==> src/rtl/cipher_stream_pkg.sv <==
// Shared types and helpers for the keystream XOR stream datapath.
// Holds the controller state encoding, the minimum FIFO depth and a log2 helper for pointer sizing.
package cipher_stream_pkg;

    typedef enum logic [1:0] {
        IDLE  = 2'd0,
        RUN   = 2'd1,
        DRAIN = 2'd2
    } state_e;

    localparam int MIN_DEPTH = 2;

    // Number of address bits needed to index 'depth' entries.
    function automatic int clog2_depth(input int depth);
        int n;
        n = 0;
        while ((1 << n) < depth) n++;
        return n;
    endfunction

endpackage

==> src/rtl/keystream_xor_stream_if.sv <==
// Handshake bundle for keystream_xor_stream: plaintext input, keystream input and ciphertext output.
// 'master' is the surrounding system; 'slave' is the datapath block.
interface keystream_xor_stream_if #(
    parameter int DATA_W = 8
);
    logic [DATA_W-1:0] in_data;
    logic              in_valid;
    logic              in_ready;
    logic [DATA_W-1:0] ks_data;
    logic              ks_valid;
    logic              ks_read;
    logic [DATA_W-1:0] out_data;
    logic              out_valid;
    logic              out_ready;

    modport master (
        output in_data, in_valid, ks_data, ks_valid, out_ready,
        input  in_ready, ks_read, out_data, out_valid
    );

    modport slave (
        input  in_data, in_valid, ks_data, ks_valid, out_ready,
        output in_ready, ks_read, out_data, out_valid
    );
endinterface

==> src/rtl/stream_sync_fifo.sv <==
// Synchronous first-word-fall-through FIFO with a synchronous clear.
// Pointers carry one extra wrap bit so full and empty are told apart by the MSB compare.
module stream_sync_fifo
    import cipher_stream_pkg::*;
#(
    parameter int WIDTH = 8,
    parameter int DEPTH = 4
) (
    input  logic             clk,
    input  logic             rst,
    input  logic             clear,
    input  logic             push,
    input  logic [WIDTH-1:0] push_data,
    input  logic             pop,
    output logic [WIDTH-1:0] pop_data,
    output logic             full,
    output logic             empty
);
    localparam int AW = clog2_depth(DEPTH);
    localparam logic [AW:0] PTR_ONE = (AW+1)'(1);

    logic [AW:0]      wr_ptr;
    logic [AW:0]      rd_ptr;
    logic [WIDTH-1:0] mem [DEPTH];
    logic             wr_en;
    logic             rd_en;

    assign empty    = (wr_ptr == rd_ptr);
    assign full     = (wr_ptr[AW] != rd_ptr[AW]) && (wr_ptr[AW-1:0] == rd_ptr[AW-1:0]);
    assign wr_en    = push && !full;
    assign rd_en    = pop && !empty;
    assign pop_data = empty ? '0 : mem[rd_ptr[AW-1:0]];

    // NOTE: sequential state uses non-blocking assignments so every flop samples pre-edge values.
    always_ff @(posedge clk or posedge rst) begin
        if (rst) begin
            wr_ptr <= '0;
            rd_ptr <= '0;
        end else if (clear) begin
            wr_ptr <= '0;
            rd_ptr <= '0;
        end else begin
            if (wr_en) wr_ptr <= wr_ptr + PTR_ONE;
            if (rd_en) rd_ptr <= rd_ptr + PTR_ONE;
        end
    end

    // NOTE: storage is deliberately not reset; empty gates pop_data, so stale entries are never visible.
    always_ff @(posedge clk) begin
        if (wr_en) mem[wr_ptr[AW-1:0]] <= push_data;
    end

endmodule

==> src/rtl/keystream_xor_stream.sv <==
// Stream cipher datapath: XORs accepted plaintext with one keystream word and buffers the result.
// Optional processed-word counter on port 'count' is built when XOR_STREAM_STATS_EN is defined.
module keystream_xor_stream
    import cipher_stream_pkg::*;
#(
    parameter int DATA_W = 8,
    parameter int DEPTH  = 4,
    parameter int CNT_W  = 16
) (
    input  logic                   clk,
    input  logic                   rst,
    input  logic                   enable,
    input  logic                   flush,
    input  logic                   bypass,
    keystream_xor_stream_if.slave  bus,
    output logic                   busy
`ifdef XOR_STREAM_STATS_EN
    ,
    output logic [CNT_W-1:0]       count
`endif
);
    if (DATA_W < 8 || DATA_W > 64 || (DATA_W % 8) != 0 ||
        DEPTH < MIN_DEPTH || DEPTH > 64 || (DEPTH & (DEPTH - 1)) != 0 ||
        CNT_W < 1) begin : g_param_check
        $error("keystream_xor_stream: unsupported parameter combination");
    end

    state_e            state;
    logic              fifo_full;
    logic              fifo_empty;
    logic              can_accept;
    logic              accept;
    logic              pop;
    logic [DATA_W-1:0] fifo_wdata;

    // Flush blocks acceptance so its cycle never consumes a keystream word.
    assign can_accept = (state == RUN) && !flush && !fifo_full && (bypass || bus.ks_valid);
    assign accept     = bus.in_valid && can_accept;
    assign pop        = !fifo_empty && bus.out_ready;
    assign fifo_wdata = bypass ? bus.in_data : (bus.in_data ^ bus.ks_data);

    assign bus.in_ready  = can_accept;
    assign bus.ks_read   = accept && !bypass;
    assign bus.out_valid = !fifo_empty;

    stream_sync_fifo #(
        .WIDTH (DATA_W),
        .DEPTH (DEPTH)
    ) u_fifo (
        .clk       (clk),
        .rst       (rst),
        .clear     (flush),
        .push      (accept),
        .push_data (fifo_wdata),
        .pop       (pop),
        .pop_data  (bus.out_data),
        .full      (fifo_full),
        .empty     (fifo_empty)
    );

    always_ff @(posedge clk or posedge rst) begin
        if (rst) begin
            state <= IDLE;
            busy  <= 1'b0;
        end else if (flush) begin
            state <= IDLE;
            busy  <= 1'b0;
        end else begin
            case (state)
                IDLE: if (enable) begin
                    state <= RUN;
                    busy  <= 1'b1;
                end
                RUN: if (!enable) state <= DRAIN;
                DRAIN: begin
                    if (enable) begin
                        state <= RUN;
                    end else if (fifo_empty) begin
                        state <= IDLE;
                        busy  <= 1'b0;
                    end
                end
                default: begin
                    state <= IDLE;
                    busy  <= 1'b0;
                end
            endcase
        end
    end

`ifdef XOR_STREAM_STATS_EN
    localparam logic [CNT_W-1:0] CNT_ONE = CNT_W'(1);

    // Counts FIFO writes only; flush leaves it alone, reset alone clears it.
    always_ff @(posedge clk or posedge rst) begin
        if (rst)         count <= '0;
        else if (accept) count <= count + CNT_ONE;
    end
`endif

endmodule
==> src/flat_wrapper.sv <==
// flat-port wrapper written by rule: the top's interface ports become plain ports
module keystream_xor_stream_flat import cipher_stream_pkg::*;
#(
    parameter int DATA_W = 8,
    parameter int DEPTH  = 4,
    parameter int CNT_W  = 16
)
  (clk, rst, enable, flush, bypass, busy, bus_in_data, bus_in_valid, bus_ks_data, bus_ks_valid, bus_out_ready, bus_in_ready, bus_ks_read, bus_out_data, bus_out_valid);
  keystream_xor_stream_if #(.DATA_W(DATA_W)) bus_i ();
  input  logic clk;
  input  logic rst;
  input  logic enable;
  input  logic flush;
  input  logic bypass;
  output logic busy;
  input wire logic [$bits(bus_i.in_data)-1:0] bus_in_data;
  input wire logic [$bits(bus_i.in_valid)-1:0] bus_in_valid;
  input wire logic [$bits(bus_i.ks_data)-1:0] bus_ks_data;
  input wire logic [$bits(bus_i.ks_valid)-1:0] bus_ks_valid;
  input wire logic [$bits(bus_i.out_ready)-1:0] bus_out_ready;
  output wire logic [$bits(bus_i.in_ready)-1:0] bus_in_ready;
  output wire logic [$bits(bus_i.ks_read)-1:0] bus_ks_read;
  output wire logic [$bits(bus_i.out_data)-1:0] bus_out_data;
  output wire logic [$bits(bus_i.out_valid)-1:0] bus_out_valid;
  assign bus_i.in_data = bus_in_data;
  assign bus_i.in_valid = bus_in_valid;
  assign bus_i.ks_data = bus_ks_data;
  assign bus_i.ks_valid = bus_ks_valid;
  assign bus_i.out_ready = bus_out_ready;
  assign bus_in_ready = bus_i.in_ready;
  assign bus_ks_read = bus_i.ks_read;
  assign bus_out_data = bus_i.out_data;
  assign bus_out_valid = bus_i.out_valid;
  keystream_xor_stream #(.DATA_W(DATA_W), .DEPTH(DEPTH), .CNT_W(CNT_W)) u_core (.clk(clk), .rst(rst), .enable(enable), .flush(flush), .bypass(bypass), .bus(bus_i), .busy(busy));
endmodule
==> config.mk <==
export PLATFORM = sky130hd
export DESIGN_NAME = keystream_xor_stream_flat
export DESIGN_NICKNAME = d
export VERILOG_FILES = /design/src/rtl/cipher_stream_pkg.sv /design/src/rtl/keystream_xor_stream_if.sv /design/src/rtl/stream_sync_fifo.sv /design/src/rtl/keystream_xor_stream.sv /design/src/flat_wrapper.sv
export SDC_FILE = /design/constraint.sdc
export NUM_CORES = 1
export LEC_CHECK = 0
export CAP_MARGIN = 20
export CORE_MARGIN = 2
export CORE_UTILIZATION = 30
export DETAILED_ROUTE_END_ITERATION = 7
export DONT_BUFFER_PORTS = 1
export HOLD_SLACK_MARGIN = 0.08
export PLACE_DENSITY = 0.54
export SLEW_MARGIN = 10
export SYNTH_ARGS = -nofsm -noshare
export SYNTH_HDL_FRONTEND = slang
export SYNTH_SLANG_ARGS = --single-unit
export TNS_END_PERCENT = 30
==> constraint.sdc <==
create_clock -name clk -period 2.4 [get_ports clk]
set_input_delay 0.12 -clock clk [delete_from_list [all_inputs] [get_ports clk]]
set_output_delay 0.12 -clock clk [all_outputs]
set_load 0.05 [all_outputs]
# Word-level counts from Yosys, hierarchy flattened
# Memories as Yosys holds them, arrays and structs flattened.
# Index checks and enable logic that the tools add are counted.
# Widths: inputs -> output; s select.
dict set report op_classes {
  bitwise_logic 1
  n_reduce_logical 19
  n_mux 19
  n_eq_ne 11
  add_sub_neg 2
}
# operator count
set op_table {}
lappend op_table {{$mux 8} 2}
lappend op_table {{$mux 3} 4}
lappend op_table {{$mux 2} 5}
lappend op_table {{$logic_and 1x1->1} 9}
lappend op_table {{$ne 3x3->1 const B} 3}
lappend op_table {{$xor 8x8->8} 1}
lappend op_table {{$add 3x1->3 const B} 2}
lappend op_table {{$mux 1} 6}
lappend op_table {{$pmux 2 s3} 1}
lappend op_table {{$logic_not 1->1} 4}
lappend op_table {{$ne 4x3->1 const B} 1}
lappend op_table {{$reduce_and 4->1} 1}
lappend op_table {{$reduce_bool 2->1} 2}
lappend op_table {{$eq 3x3->1} 1}
lappend op_table {{$ne 3x2->1 const B} 1}
lappend op_table {{$pmux 1 s3} 1}
lappend op_table {{$reduce_and 3->1} 1}
lappend op_table {{$eq 2x1->1 const B} 1}
lappend op_table {{$eq 2x2->1} 1}
lappend op_table {{$eq 2x2->1 const B} 1}
lappend op_table {{$logic_not 2->1} 1}
lappend op_table {{$ne 2x2->1 const B} 1}
lappend op_table {{$logic_or 1x1->1} 1}
lappend op_table {{$ne 1x1->1} 1}
dict set report totals {
  inputBits 24
  reg_bits 9
  wordCells 57
  memories 1
  output_inout_bits 12
  ram_bits 32
}
# memory words word_bits read_ports rd_ports_with_merged_regs write_ports line_no
set mem_list {}
lappend mem_list {u_core.u_fifo.mem 4 8 1 0 1 stream_sync_fifo.sv:24} ;# logic [WIDTH-1:0] mem [DEPTH];

# Depth between registers and ports, before layout
dict set report logic_depth {
  word_depth 9
  depth_mapped 6
  ltp_nobuf 4
}

# Hierarchy
# A second synthesis with hierarchy kept.
dict set report unflattened {
  hier_cells 150
  area_unflattened_um2 2055.7
}
# mod cells_each n_inst area_each_um2 seq_area_each_um2
set modules_own_cells {}
lappend modules_own_cells {stream_sync_fifo 114 1 1757.9 1111.1}
lappend modules_own_cells {keystream_xor_stream 36 1 297.8 75.1}

# Worst setup path before layout
# OpenSTA, ideal clock, no wires.
dict set report synth_path {
  path_type {register -> output}
  start {register u_core.state[1]}
  end {output bus_in_ready}
  path_buffers 0
  required_time_ns 2.280
  arrival_ns 2.052
  stages_incl_launch_ff 3
  setup_slack_ns 0.228
  cell_sequence {dfrtp_1 > or3b_4 > a311oi_1}
}
dict set report synth_via {
  elab_chain_len 4
}
# item line_no
set synth_rtl {}
lappend synth_rtl {{from (decl)} keystream_xor_stream.sv:28} ;# state_e state;
lappend synth_rtl {{from (signal assigned)} keystream_xor_stream.sv:63} ;# state <= IDLE;
lappend synth_rtl {{from (signal assigned)} keystream_xor_stream.sv:66} ;# state <= IDLE;
lappend synth_rtl {{from (signal assigned)} keystream_xor_stream.sv:71} ;# state <= RUN;
lappend synth_rtl {{$eq 2x1->1} keystream_xor_stream.sv:37} ;# assign can_accept = (state == RUN) && !flush && !fifo_full && (bypass || bus.ks_valid);
lappend synth_rtl {{$logic_and 1x1->1 (3 in a row)} keystream_xor_stream.sv:37}
lappend synth_rtl {{to (decl)} flat_wrapper.sv:21} ;# output wire logic [$bits(bus_i.in_ready)-1:0] bus_in_ready;
# Every way passes these cells.

# Final worst setup path
dict set report layout_path {
  start {register u_core.state[1]}
  end {output bus_ks_read}
}
dict set report layout_via {
  elab_chain_len 6
}
# item line_no
set layout_rtl {}
lappend layout_rtl {{$eq 2x1->1} keystream_xor_stream.sv:37}
lappend layout_rtl {{$logic_and 1x1->1 (3 in a row)} keystream_xor_stream.sv:37}
lappend layout_rtl {{$logic_and 1x1->1} keystream_xor_stream.sv:38} ;# assign accept = bus.in_valid && can_accept;
lappend layout_rtl {{$logic_and 1x1->1} keystream_xor_stream.sv:43} ;# assign bus.ks_read = accept && !bypass;
lappend layout_rtl {{to (decl)} flat_wrapper.sv:22} ;# output wire logic [$bits(bus_i.ks_read)-1:0] bus_ks_read;
# Every way passes these cells.

==> flow_summary.toml <==
[power_and_ir_drop]
worst_ir_drop_vdd_uv = 212
fin_total_pwr_w = 0.00147
static-leakage-power_nw = 0.748
switching_share_pct = 22.8
clock_power_share_pct = 36.3
internal_power_w = 0.00114
power_frac_comb_pct = 9.6
power.density_cell_area_nw_per_um2 = 668
sequential_cell_fraction_of_total_power_pct = 54.1
switching_power_w = 0.000335

[synth]
yosys.area_share.simple_pct = 10.7
largest_family_of_logic_cells_by_synthesized_area = "simple AND/OR/NAND/NOR gates"
yosys-top-cells-count = "32 x sky130_fd_sc_hd__edfxtp_1, 10 x sky130_fd_sc_hd__and2_1, 10 x sky130_fd_sc_hd__xnor2_1"
synthesized_nets = 157
most_used_standard_cell_by_instance_count_after_synthesis = "sky130_fd_sc_hd__edfxtp_1"
yosys-mux-area-fraction_pct = 9.74
netlist_area_um2 = 1950
synth-compound-area-share_pct = 5.32
synthAdderAreaFrac_pct = 3.20
avgSynthCellArea_um2 = 15.3
ys_async_sr_fraction_pct = 22.0
synth.ff_latch_count = 41
post_synthesis_xor_xnor_area_fraction_pct = 7.05
synth_sequential_area_ratio_pct = 60.7
synth_top_cells_by_area = "sky130_fd_sc_hd__edfxtp_1 49%, sky130_fd_sc_hd__dfrtp_1 12%, sky130_fd_sc_hd__mux4_2 9.2%"
post_synth_inst_count = 128
yosys_warnings = 0
netlist.area_leader.share_pct = 49.2
synth_enable_flop_cells = 32
yosys.area.top_type = "sky130_fd_sc_hd__edfxtp_1"
synth_ff_type = "sky130_fd_sc_hd__edfxtp_1"
synth_cell_types = 32

[grt]
first_global_vias = 1080
grt_pass1_wl_um = 5600
grt_overflow = 0
groute.usage.overall_pct = 10.7
grt_start_max_net_pins = 14
antenna_violations_before_repair = 0

[die]
start_util_pct = 30.9
floorplan.die.height_um = 84.7
num_io_pins = 36
die_area_um2 = 7170
die-width_um = 84.7
rows = 29
core_area_um2 = 6310

[detailed_routing]
drt.antenna.violating_nets = 0
detailedRoute.firstPassIterationCount = 4
vias_per_cell = 4.72
wl_um = 3570
dr_total_vias = 1024
drc = 0
initialDrtViolationCount = 86
detail_route.wl_per_cell_um = 16.5

[cts]
cts-buffers-inserted = 5
cts_tree = "yes"
cts_max_path_buffers = 2
post_cts_clock_slew_at_the_launch_and_capture_registers_of_the_worst_setup_and_hold_paths_ps = 70
cts-root-buf = "sky130_fd_sc_hd__clkbuf_8"
post-cts-setup-buffer-count = 0
clock_sinks = 41
cts_max_level = 2
clock_insertion_delay_worst_skew_ps = 290

[setup_path]
critPathRequiredTime_ps = 2280
crit_end = "bus_ks_read"
data_arrival_at_the_endpoint_of_the_critical_path_ps = 1960
critical_path.startpoint_type = "register"
ff2ff_setup_slack_ps = 370
rr_endpoint = "u_core.u_fifo.mem[1][4]"
cp-startpoint = "u_core.state[1]"
critical_path.reg2reg.startpoint = "u_core.state[1]"
critPathCaptureType = "output pin"
worstPathMaxFanout = 8
timing_worst_setup_path_type = "reg2out"
worst_r2r_path_depth = 3

[cells_and_area]
fillerInstances = 624
num_antenna_cells = 0
fin_area_um2 = 2210
final_core_util_pct = 34.9
layout.nets = 168
synthToLayoutAreaGrowth_pct = 12.9
post_route_cells_drive_above_1_share_pct = 20.0

[timing]
final_critical_path_setup_slack_ps = 316
clock.fmax_mhz = 480
hold_violation_total_from_the_final_report = 0
rsz0062_at_grt = "no"
layout_min_cycle_time_ps = 2080
fin_tns_setup_ps = 0
tightest_slew_ps = 517
worst_slew_margin_rel_pct = 65.5
final-setup-viol-count = 0
maxSlewViolCount = 0
final.setup_skew_ps = 5.81
fin_crit_sh_pct = 86.8

[status]
status = "finished clean"

[placement]
pre_cts_slack_ps = 363
detailed_place.area_um2 = 2060
detailedPlacementHpwl_um = 2570
routabilityCongestion = 0.734
place.port_buffers = 0

[hold_path]
worstHoldPathType = "in2reg"

[job]
drv_cap = 0
==> repair_timing <==
item	in CTS	in global routing
resized for setup	0	0
hold buffers	4	0
hold endpoints to repair	18	0
==> layer usage <==
metal	vias to the layer above	wire length [um]	GRT usage, %
met5	-	0	0
met3	5	147	3.54
met1	512	1460	11.5
met4	0	73	4.91
met2	21	1900	18.9
li1	486	-	-
==> layout make-up <==
cell class	count	area, um2	area share (%)
inverter	7	26.3	1.19
sequential	41	1190	53.8
tap	77	96.3	4.37
clock inverter	3	41.3	1.87
clock buffer	5	68.8	3.12
timing repair buffer	9	77.6	3.52
multi-input combinational	75	709	32.2
==> layout by cell type, fill, tap and decap left out, types with 2 or more instances in the layout <==
cell                            synthesis  final
sky130_fd_sc_hd__edfxtp_1              32     32
sky130_fd_sc_hd__xnor2_1               10     10
sky130_fd_sc_hd__and2_1                10     10
sky130_fd_sc_hd__dfrtp_1                9      9
sky130_fd_sc_hd__mux4_2                 8      8
sky130_fd_sc_hd__nand2b_1               8      8
sky130_fd_sc_hd__inv_1                  7      7
sky130_fd_sc_hd__ha_1                   5      5
sky130_fd_sc_hd__clkbuf_8               0      5
sky130_fd_sc_hd__buf_4                  1      5
sky130_fd_sc_hd__dlygate4sd3_1          0      4
sky130_fd_sc_hd__nand3_1                3      3
sky130_fd_sc_hd__a21oi_1                3      3
sky130_fd_sc_hd__nor2_1                 3      3
sky130_fd_sc_hd__xnor2_2                2      2
sky130_fd_sc_hd__nand2_1                2      2
sky130_fd_sc_hd__xor2_1                 2      2
sky130_fd_sc_hd__o21ai_0                2      2
sky130_fd_sc_hd__o31ai_1                2      2
sky130_fd_sc_hd__a211oi_1               2      2
sky130_fd_sc_hd__or2b_1                 2      2
==> through the flow <==
step | hold slack, ps | instances
4_1_cts | 100 | 217
3_3_place_gp | -3.96 | 205
3_5_place_dp | -8.10 | 205
5_1_grt | 110 | 217
2_1_floorplan | -52.1 | 128
6_report | 95.6 | 217
==> power by group through the flow <==
stage	combinational, W	clock [W]	sequential (W)
after floorplan	0.000116	0	0.000811
after global placement	0.000133	0	0.000812
after detailed placement	0.000135	0	0.000813
after CTS	0.000144	0.000546	0.000798
after global routing	0.000153	0.000576	0.000798
final	0.000141	0.000534	0.000798
==> worst max-delay path: stages, from the launching register on <==
cell and delay [ps]:
sky130_fd_sc_hd__dfrtp_1 420, sky130_fd_sc_hd__or3b_4 410, sky130_fd_sc_hd__a311oi_4 430, sky130_fd_sc_hd__nor2b_1 210
sky130_fd_sc_hd__buf_4 210
==> worst min-delay path by stage <==
stage	from	to	cells past startpoint
2_1_floorplan	rst	u_core.busy	1
4_1_cts	enable	u_core.busy	2
3_3_place_gp	rst	u_core.u_fifo.rd_ptr[2]	1
3_5_place_dp	rst	u_core.u_fifo.rd_ptr[2]	1
5_1_grt	bus_in_data[5]	u_core.u_fifo.mem[0][5]	1
6_report	enable	u_core.busy	2
==> state kept, by name, indices dropped and copies added, names as in the netlist <==
| register | cells |
|---|---|
| u_core.busy | 1 |
| u_core.state | 2 |
| u_core.u_fifo.mem | 32 |
| u_core.u_fifo.rd_ptr | 3 |
| u_core.u_fifo.wr_ptr | 3 |
==> kinds of logic (layout without fill, tap and decap cells) <==
logic type | after synthesis | after routing
fa+ha+maj | 5 | 5
mux | 9 | 9
compound gates | 13 | 13
flops | 41 | 41
buf+inv | 12 | 24
simple gates | 34 | 34
xor+xnor | 14 | 14
Note: power is estimated with default switching activity, not from simulation.
